--- src/rtl/inst_rom_ctrl.sv ---
// -----------------------------------------------------------------------------
// inst_rom_ctrl
//
// Loadable instruction memory for the single-cycle CPU. After reset the block
// sits in LOAD and accepts a program through the write port. prog_done moves it
// to RUN, where it serves instruction fetches with a registered one-cycle read
// and a stall/hold handshake. RUN is terminal until the next reset.
//
// Out-of-range fetches return NOP_WORD and raise fetch_fault. Out-of-range
// writes, and any write attempted in RUN, are dropped and pulse prog_err.
// Address comparisons use the full ADDR_W width, so addresses never alias.
//
// Ports
//   clk          in   clock, all state updates on the rising edge
//   rst_n        in   asynchronous active-low reset
//   prog_we      in   program write strobe (honoured in LOAD only)
//   prog_addr    in   program write address            [ADDR_W]
//   prog_data    in   program write data               [INST_W]
//   prog_done    in   end of load, moves LOAD -> RUN
//   fetch_req    in   fetch request from the CPU
//   fetch_addr   in   fetch address (the PC)           [ADDR_W]
//   fetch_stall  in   CPU stall, hold the current result
//   inst_out     out  registered instruction word      [INST_W]
//   fetch_valid  out  inst_out holds a fetch result
//   fetch_fault  out  current result came from an out-of-range address
//   prog_err     out  one-cycle pulse for a rejected program write
//   run_mode     out  high in RUN
//
// Every output is driven straight from a flop; there is no combinational
// path from any input to any output.
// -----------------------------------------------------------------------------
module inst_rom_ctrl #(
    parameter int unsigned          INST_W   = 10,
    parameter int unsigned          ADDR_W   = 16,
    parameter int unsigned          DEPTH    = 64,
    parameter logic [INST_W-1:0]    NOP_WORD = {INST_W{1'b0}}
) (
    input  logic              clk,
    input  logic              rst_n,
    input  logic              prog_we,
    input  logic [ADDR_W-1:0] prog_addr,
    input  logic [INST_W-1:0] prog_data,
    input  logic              prog_done,
    input  logic              fetch_req,
    input  logic [ADDR_W-1:0] fetch_addr,
    input  logic              fetch_stall,
    output logic [INST_W-1:0] inst_out,
    output logic              fetch_valid,
    output logic              fetch_fault,
    output logic              prog_err,
    output logic              run_mode
);

    // Word-index width; a single-word memory still needs a 1-bit index.
    localparam int unsigned IDX_W = (DEPTH > 1) ? $clog2(DEPTH) : 1;

    // DEPTH may equal 2**ADDR_W, so the limit gets one extra bit.
    localparam logic [ADDR_W:0] DEPTH_EXT = (ADDR_W + 1)'(DEPTH);

    typedef enum logic {
        ST_LOAD = 1'b0,
        ST_RUN  = 1'b1
    } state_t;

    state_t            state_q, state_d;
    logic [INST_W-1:0] mem_q [DEPTH];
    logic [INST_W-1:0] inst_q, inst_d;
    logic              valid_q, valid_d;
    logic              fault_q, fault_d;
    logic              perr_q, perr_d;

    logic              prog_in_range;
    logic              fetch_in_range;
    logic [IDX_W-1:0]  prog_idx;
    logic [IDX_W-1:0]  fetch_idx;
    logic              mem_we;

    // Unsigned compare over the full address; upper bits are never dropped.
    assign prog_in_range  = ({1'b0, prog_addr}  < DEPTH_EXT);
    assign fetch_in_range = ({1'b0, fetch_addr} < DEPTH_EXT);

    // Low bits are only used as an index once the address is known in range.
    assign prog_idx  = prog_addr[IDX_W-1:0];
    assign fetch_idx = fetch_addr[IDX_W-1:0];

    // A write coinciding with prog_done still lands: state_q is still LOAD.
    assign mem_we = prog_we && prog_in_range && (state_q == ST_LOAD);

    // -------------------------------------------------------------------------
    // Next-state and output logic
    // -------------------------------------------------------------------------
    always_comb begin
        // NOTE: every variable gets a default first so no path leaves it
        // unassigned; otherwise synthesis would infer a latch.
        state_d = state_q;
        inst_d  = inst_q;
        valid_d = valid_q;
        fault_d = fault_q;
        perr_d  = 1'b0;

        unique case (state_q)
            ST_LOAD: begin
                // Fetches are ignored while loading.
                valid_d = 1'b0;
                fault_d = 1'b0;
                perr_d  = prog_we && !prog_in_range;
                if (prog_done) begin
                    state_d = ST_RUN;
                end
            end

            ST_RUN: begin
                // Memory is frozen; any write attempt is reported.
                perr_d = prog_we;
                if (!fetch_stall) begin
                    if (fetch_req) begin
                        valid_d = 1'b1;
                        fault_d = !fetch_in_range;
                        inst_d  = fetch_in_range ? mem_q[fetch_idx] : NOP_WORD;
                    end else begin
                        // Idle cycle: result retires, the word itself is kept.
                        valid_d = 1'b0;
                        fault_d = 1'b0;
                    end
                end
                // Stalled: everything holds and the request is dropped.
            end

            default: begin
                state_d = ST_LOAD;
            end
        endcase
    end

    // -------------------------------------------------------------------------
    // Control and output registers
    // -------------------------------------------------------------------------
    always_ff @(posedge clk or negedge rst_n) begin
        // NOTE: sequential state uses non-blocking assignments so all flops
        // sample their inputs from the same pre-edge values.
        if (!rst_n) begin
            state_q <= ST_LOAD;
            inst_q  <= NOP_WORD;
            valid_q <= 1'b0;
            fault_q <= 1'b0;
            perr_q  <= 1'b0;
        end else begin
            state_q <= state_d;
            inst_q  <= inst_d;
            valid_q <= valid_d;
            fault_q <= fault_d;
            perr_q  <= perr_d;
        end
    end

    // -------------------------------------------------------------------------
    // Program storage
    // -------------------------------------------------------------------------
    // NOTE: the memory has an async reset on purpose: the program must be
    // erased on every reset, so it is built from resettable flops rather than
    // an SRAM macro.
    always_ff @(posedge clk or negedge rst_n) begin
        if (!rst_n) begin
            for (int i = 0; i < int'(DEPTH); i++) begin
                mem_q[i] <= NOP_WORD;
            end
        end else if (mem_we) begin
            mem_q[prog_idx] <= prog_data;
        end
    end

    assign inst_out    = inst_q;
    assign fetch_valid = valid_q;
    assign fetch_fault = fault_q;
    assign prog_err    = perr_q;
    assign run_mode    = (state_q == ST_RUN);

endmodule

--- config.mk ---
export PLATFORM = sky130hd
export DESIGN_NAME = inst_rom_ctrl
export DESIGN_NICKNAME = d
export VERILOG_FILES = /design/src/rtl/inst_rom_ctrl.sv
export SDC_FILE = /design/constraint.sdc
export NUM_CORES = 1
export LEC_CHECK = 0
export CAP_MARGIN = 40
export CELL_PAD_IN_SITES_DETAIL_PLACEMENT = 1
export CELL_PAD_IN_SITES_GLOBAL_PLACEMENT = 1
export CORE_ASPECT_RATIO = 1.25
export CORE_MARGIN = 1.5
export CORE_UTILIZATION = 54
export CTS_CLUSTER_SIZE = 8
export DETAILED_ROUTE_END_ITERATION = 8
export PLACE_DENSITY_LB_ADDON = 0.1
export SETUP_SLACK_MARGIN = 0.3
export SLEW_MARGIN = 10
export SYNTH_ARGS = -nofsm -noshare
export SYNTH_HDL_FRONTEND = slang
export SYNTH_SLANG_ARGS = --single-unit
--- constraint.sdc ---
create_clock -name clk -period 3 [get_ports clk]
set_clock_uncertainty 0.15 [all_clocks]
set_input_delay 0.3 -clock clk [delete_from_list [all_inputs] [get_ports clk]]
set_output_delay 0.3 -clock clk [all_outputs]
set_load 0.005 [all_outputs]
Word level (Yosys, flattened, before mapping)
Index checks and enable logic that the tools add are counted.
{ "op_classes": {"n_lt_le_gt_ge": 5, "n_eq_ne": 1, "muxes": 16, "bitwise_logic": 4, "n_reduce_logical": 7} }
{ "op_table": {"columns": ["cell", "count"], "rows": [
  ["$bwmux 640", 1],
  ["$bmux 10 s6", 1],
  ["$demux 10 s6", 1],
  ["$mux 10", 4],
  ["$lt 16x7->1 const B", 2],
  ["$ge 7x7->1 const B", 2],
  ["$not 6->7", 2],
  ["$lt 7x1->1 const B", 1],
  ["$mux 1", 6],
  ["$pmux 1 s2", 3],
  ["$logic_and 1x1->1", 4],
  ["$reduce_and 3->1", 1],
  ["$logic_not 1->1", 2],
  ["$ne 2x2->1 const B", 1],
  ["$not 1->1", 2]
]} }
{ "word_totals": {"regBits": 654, "input_bits": 48, "wordCells": 102} }

Logic depth before layout (Yosys ltp)
{ "depth": {"ltp_word": 6, "depth_mapped": 9, "mapped_depth_nobuf": 5} }

Worst setup path before layout
Ideal clock, no wire load.
{ "synth_timing": {"path_type": "input to register", "start": "input port fetch_addr[2]", "end": "register inst_q[2], in the netlist inst_out[2]", "setup_time_ns": 0.124, "arrival_ns": 2.138, "required_ns": 2.726, "path_slack_ns": 0.588, "stages": 7, "path_buffers": 2, "path_cell_list": "buf_2 > clkbuf_1 > mux4_2 > mux4_2 > o22ai_1 > nor3_1 > a211o_1"} }
{ "synth_via": {"elab_chain_cells": 5} }
{ "synth_rtl": {"columns": ["element", "line", "source"], "rows": [
  ["start: declaration", "45", "input logic [ADDR_W-1:0] fetch_addr,"],
  ["$not 6->7 (not written as such)", "119", "inst_d = fetch_in_range ? mem_q[fetch_idx] : NOP_WORD;"],
  ["$bmux 10 s6", "119", null],
  ["$mux 10 (not written as such) (2 in a row)", "119", null],
  ["$mux 10 (*)", "119", null],
  ["end signal: assignment", "149", "inst_q <= inst_d;"],
  ["end: declaration", "67", "logic [INST_W-1:0] inst_q, inst_d;"]
]} }
Mark *: on every way between the ends. The rest lies on a longest branch, timed or not. The select of a mux whose other input is x is not followed.
A chain may end at the register's enable or synchronous reset.

Worst setup path in the final report
{ "layout_timing": {"start": "register state_q, in the netlist run_mode", "end": "register inst_q[9], in the netlist inst_out[9]"} }
{ "layout_via": {"elab_chain_cells": 1} }
{ "layout_rtl": {"columns": ["element", "line", "source"], "rows": [
  ["start: declaration", "65", "state_t state_q, state_d;"],
  ["start signal: assignment", "148", "state_q <= state_d;"],
  ["$reduce_and 3->1 (no source line)", null, null]
]} }
No other way between the ends.

==> summary.md <==
| Metric | Value |
|---|---|
| Status | `finished, final reports clean` |
| Post-Layout Cell Count | `2747` |
| Antenna viol nets, final | `0` |
| Max Fclk | `375 MHz` |
| H-tree levels | `3` |
| Reg2reg path depth | `7` |
| Core box area | `54900 um2` |
| Post-cts sizing count | `0` |
| Leakage | `16.9 nW` |
| Post-DP HPWL | `53.3 mm` |
| Most frequent CP cell | `buf_4` |
| RSZ-0062 raised after global routing | `true` |
| Congestion Overflow GR | `0` |
| Worst slew pin tran | `0.890 ns` |
| Gr usage total | `0.306` |
| Largest net degree at the start of global routing | `86` |
| Critical path origin | `run_mode` |
| Clock Tree Root | `clkbuf_16` |
| Crit start category | `flop` |
| CTS tree | `yes` |
| Compound-Gate Fraction of Synth Area | `0.0114` |
| Vias | `17300` |
| Power per standard cell area | `534 nW/um2` |
| Area Overhead vs Synth | `17.4%` |
| Simple-Gate Fraction of Synth Area | `0.0350` |
| Post-synthesis adder-cell area fraction | `0` |
| Min-delay worst type | `in2async` |
| Hold Violations, Final | `0` |
| Worst Path Required | `3.42 ns` |
| Clock buffer depth | `3` |
| DRT iter0 DRCs | `985` |
| GP Congestion | `0.852` |
| Vias in the first global route | `19900` |
| Die Ht | `266 um` |
| Setup TNS | `0 ns` |
| Tcrit/Tclk final | `0.889` |
| Layout cell share with drive strength beyond 1 | `0.579` |
| Post-synthesis cell count | `1838` |
| Number of port buffers | `61` |
| Main combinational cell family by area after synthesis | `multiplexers` |
| Yosys cell types | `45` |
| CP endpoint kind | `flop` |
| Site Rows | `96` |
| Clk_lat worst skew | `0.64 ns` |
| Worst path bufs/invs | `2` |
| Total power | `18.8 mW` |
| R2R Setup Slk | `0.33 ns` |
| Pre-antenna DRT Iters | `5` |
| Sequential cell area fraction in the yosys report | `0.546` |
| Dpl cells | `2646` |
| Mapped Area | `30000 um2` |
| CP Cell Sequence | `buf_4 > nand3b_1 > nor4_2 > buf_4 > or3b_1 > o21ai_1 > a211o_1` |
| Final net count | `2053` |
| Post-layout minimum cycle time | `2.67 ns` |
| Synth Area in XOR/XNOR | `0` |
| Avg Cell Area, Syn | `16.3 um2` |
| Starting Density | `0.546` |
| Commonest non-fill, non-tap cell in the layout | `dfrtp_1` |
| Maximum VDD drop | `0.452 mV` |
| Clk sinks | `654` |
| RR Endpoint | `inst_out[9]` |
| RR Startpoint | `run_mode` |
| Final hold slack | `0.0788 ns` |
| Top cell type by total area after synthesis | `dfrtp_1` |
| Worst Path Arrival | `3.08 ns` |
| Max-slew violations | `0` |
| Mapped Nets | `1886` |
| Initial antenna violation count | `2` |
| # Post-CTS Setup Buffers | `0` |
| #FFs+latches synth | `654` |
| Worst path top cell family by delay | `simple AND/OR/NAND/NOR gates` |
| Share of the synthesized area in the top cell type | `0.546` |
| Drt wl/cell | `29.9 um` |
| Ys Warns | `0` |
| Commonest cells after routing, fill and taps aside | `dfrtp_1, mux2_2, mux4_2, clkbuf_16, buf_4` |
| CP Class | `reg2reg` |
| Slowest CP cell | `or3b_1` |
| I/O pin total | `62` |
| First-pass GRT wire length | `127 mm` |
| # DRC | `0` |
| # setup viols final | `0` |
| Post-synthesis mux area share | `0.385` |
| CP max FO | `12` |
| Max Cap Viol | `0` |
| DIE WIDTH | `214 um` |
| Slew margin rel. | `0.406` |
| CTS Buf Count | `91` |
| Die Footprint | `56900 um2` |
| Drt total wl | `82.0 mm` |
| CTS clock-pin slew for the worst setup and hold paths | `0.05 ns` |
| Vias per cell | `6.29` |
| Critical path's largest stage delay | `0.52 ns` |
| Top cells by area, synth | `dfrtp_1, mux2_2, mux4_2` |
## power breakdown
part / switching (mW) / internal, mW
sequential: 0.00276 / 8.84
clock: 3.61 / 5.43
combinational: 0.615 / 0.280
## registers in the layout, summed over array words and instances (netlist names)
signal / flops
fetch_fault: 1
fetch_valid: 1
inst_out: 10
mem_q: 640
prog_err: 1
run_mode: 1
## area by class of cell
class	instances	area [um2]
Timing Repair Buffer	212	2510
Antenna cell	1	2.50
Tap cell	735	920
Multi-Input combinational cell	1030	12900
Sequential cell	654	16400
Inverter	16	60.1
Clock buffer	94	2340
Fill cell	4705	19700
Clock inverter	5	58.8
## cell usage after synthesis (all sizes together)
| cell | instances |
|---|---|
| dfrtp | 654 |
| and4 | 1 |
| a31oi | 3 |
| nor2b | 6 |
| clkbuf | 85 |
| a211oi | 3 |
| nand4 | 3 |
| nor3b | 1 |
| mux2 | 642 |
| nand2 | 19 |
| o211ai | 1 |
| or2 | 3 |
| and4b | 1 |
| or3 | 8 |
| nand3b | 4 |
| or4b | 1 |
| o22ai | 16 |
| nand3 | 6 |
| or3b | 3 |
| nor2 | 60 |
| mux2i | 5 |
| nor3 | 4 |
| buf | 53 |
| nor4 | 3 |
| or4 | 2 |
| mux4 | 187 |
| nand2b | 5 |
| nor4b | 1 |
| o21ai | 12 |
| a211o | 9 |
| nand4b | 11 |
| a22oi | 2 |
| a21oi | 8 |
| inv | 16 |
## logic make-up after synthesis
| family | after synthesis |
|---|---|
| compound gates | 54 |
| buf+inv | 154 |
| flops | 654 |
| simple gates | 142 |
| mux | 834 |
## per-stage QoR
step	utilization	cell area [um2]	setup WS, ns
after floorplan	-	30000	0.588
after global placement	0.597	32800	0.0482
after detailed placement	0.597	32800	-0.0201
after CTS	0.641	35200	0.354
after global routing	0.641	35200	0.258
final	0.641	35200	0.333
## worst max-delay path by stage
stage | slack, ns | cells after the start | endpoint
2_1_floorplan | 0.59 | 7 | inst_out[2]
3_3_place_gp | 0.05 | 7 | inst_out[9]
3_5_place_dp | -0.02 | 7 | inst_out[9]
4_1_cts | 0.35 | 6 | mem_q[298]
5_1_grt | 0.26 | 7 | inst_out[4]
6_report | 0.33 | 7 | inst_out[9]
## repair_timing
item | 4_1_cts | 5_1_grt
endpoints found under the setup margin | 0 | 3
hold buffers | 1 | 0
endpoints found under the hold margin | 310 | 0
## layer usage
metal,part of all wire,global-route usage
met3,0.042,0.0491
met2,0.52,0.522
met5,0.00013,0
met4,0.029,0.107
met1,0.41,0.398
(Power assumes the default switching activity.)
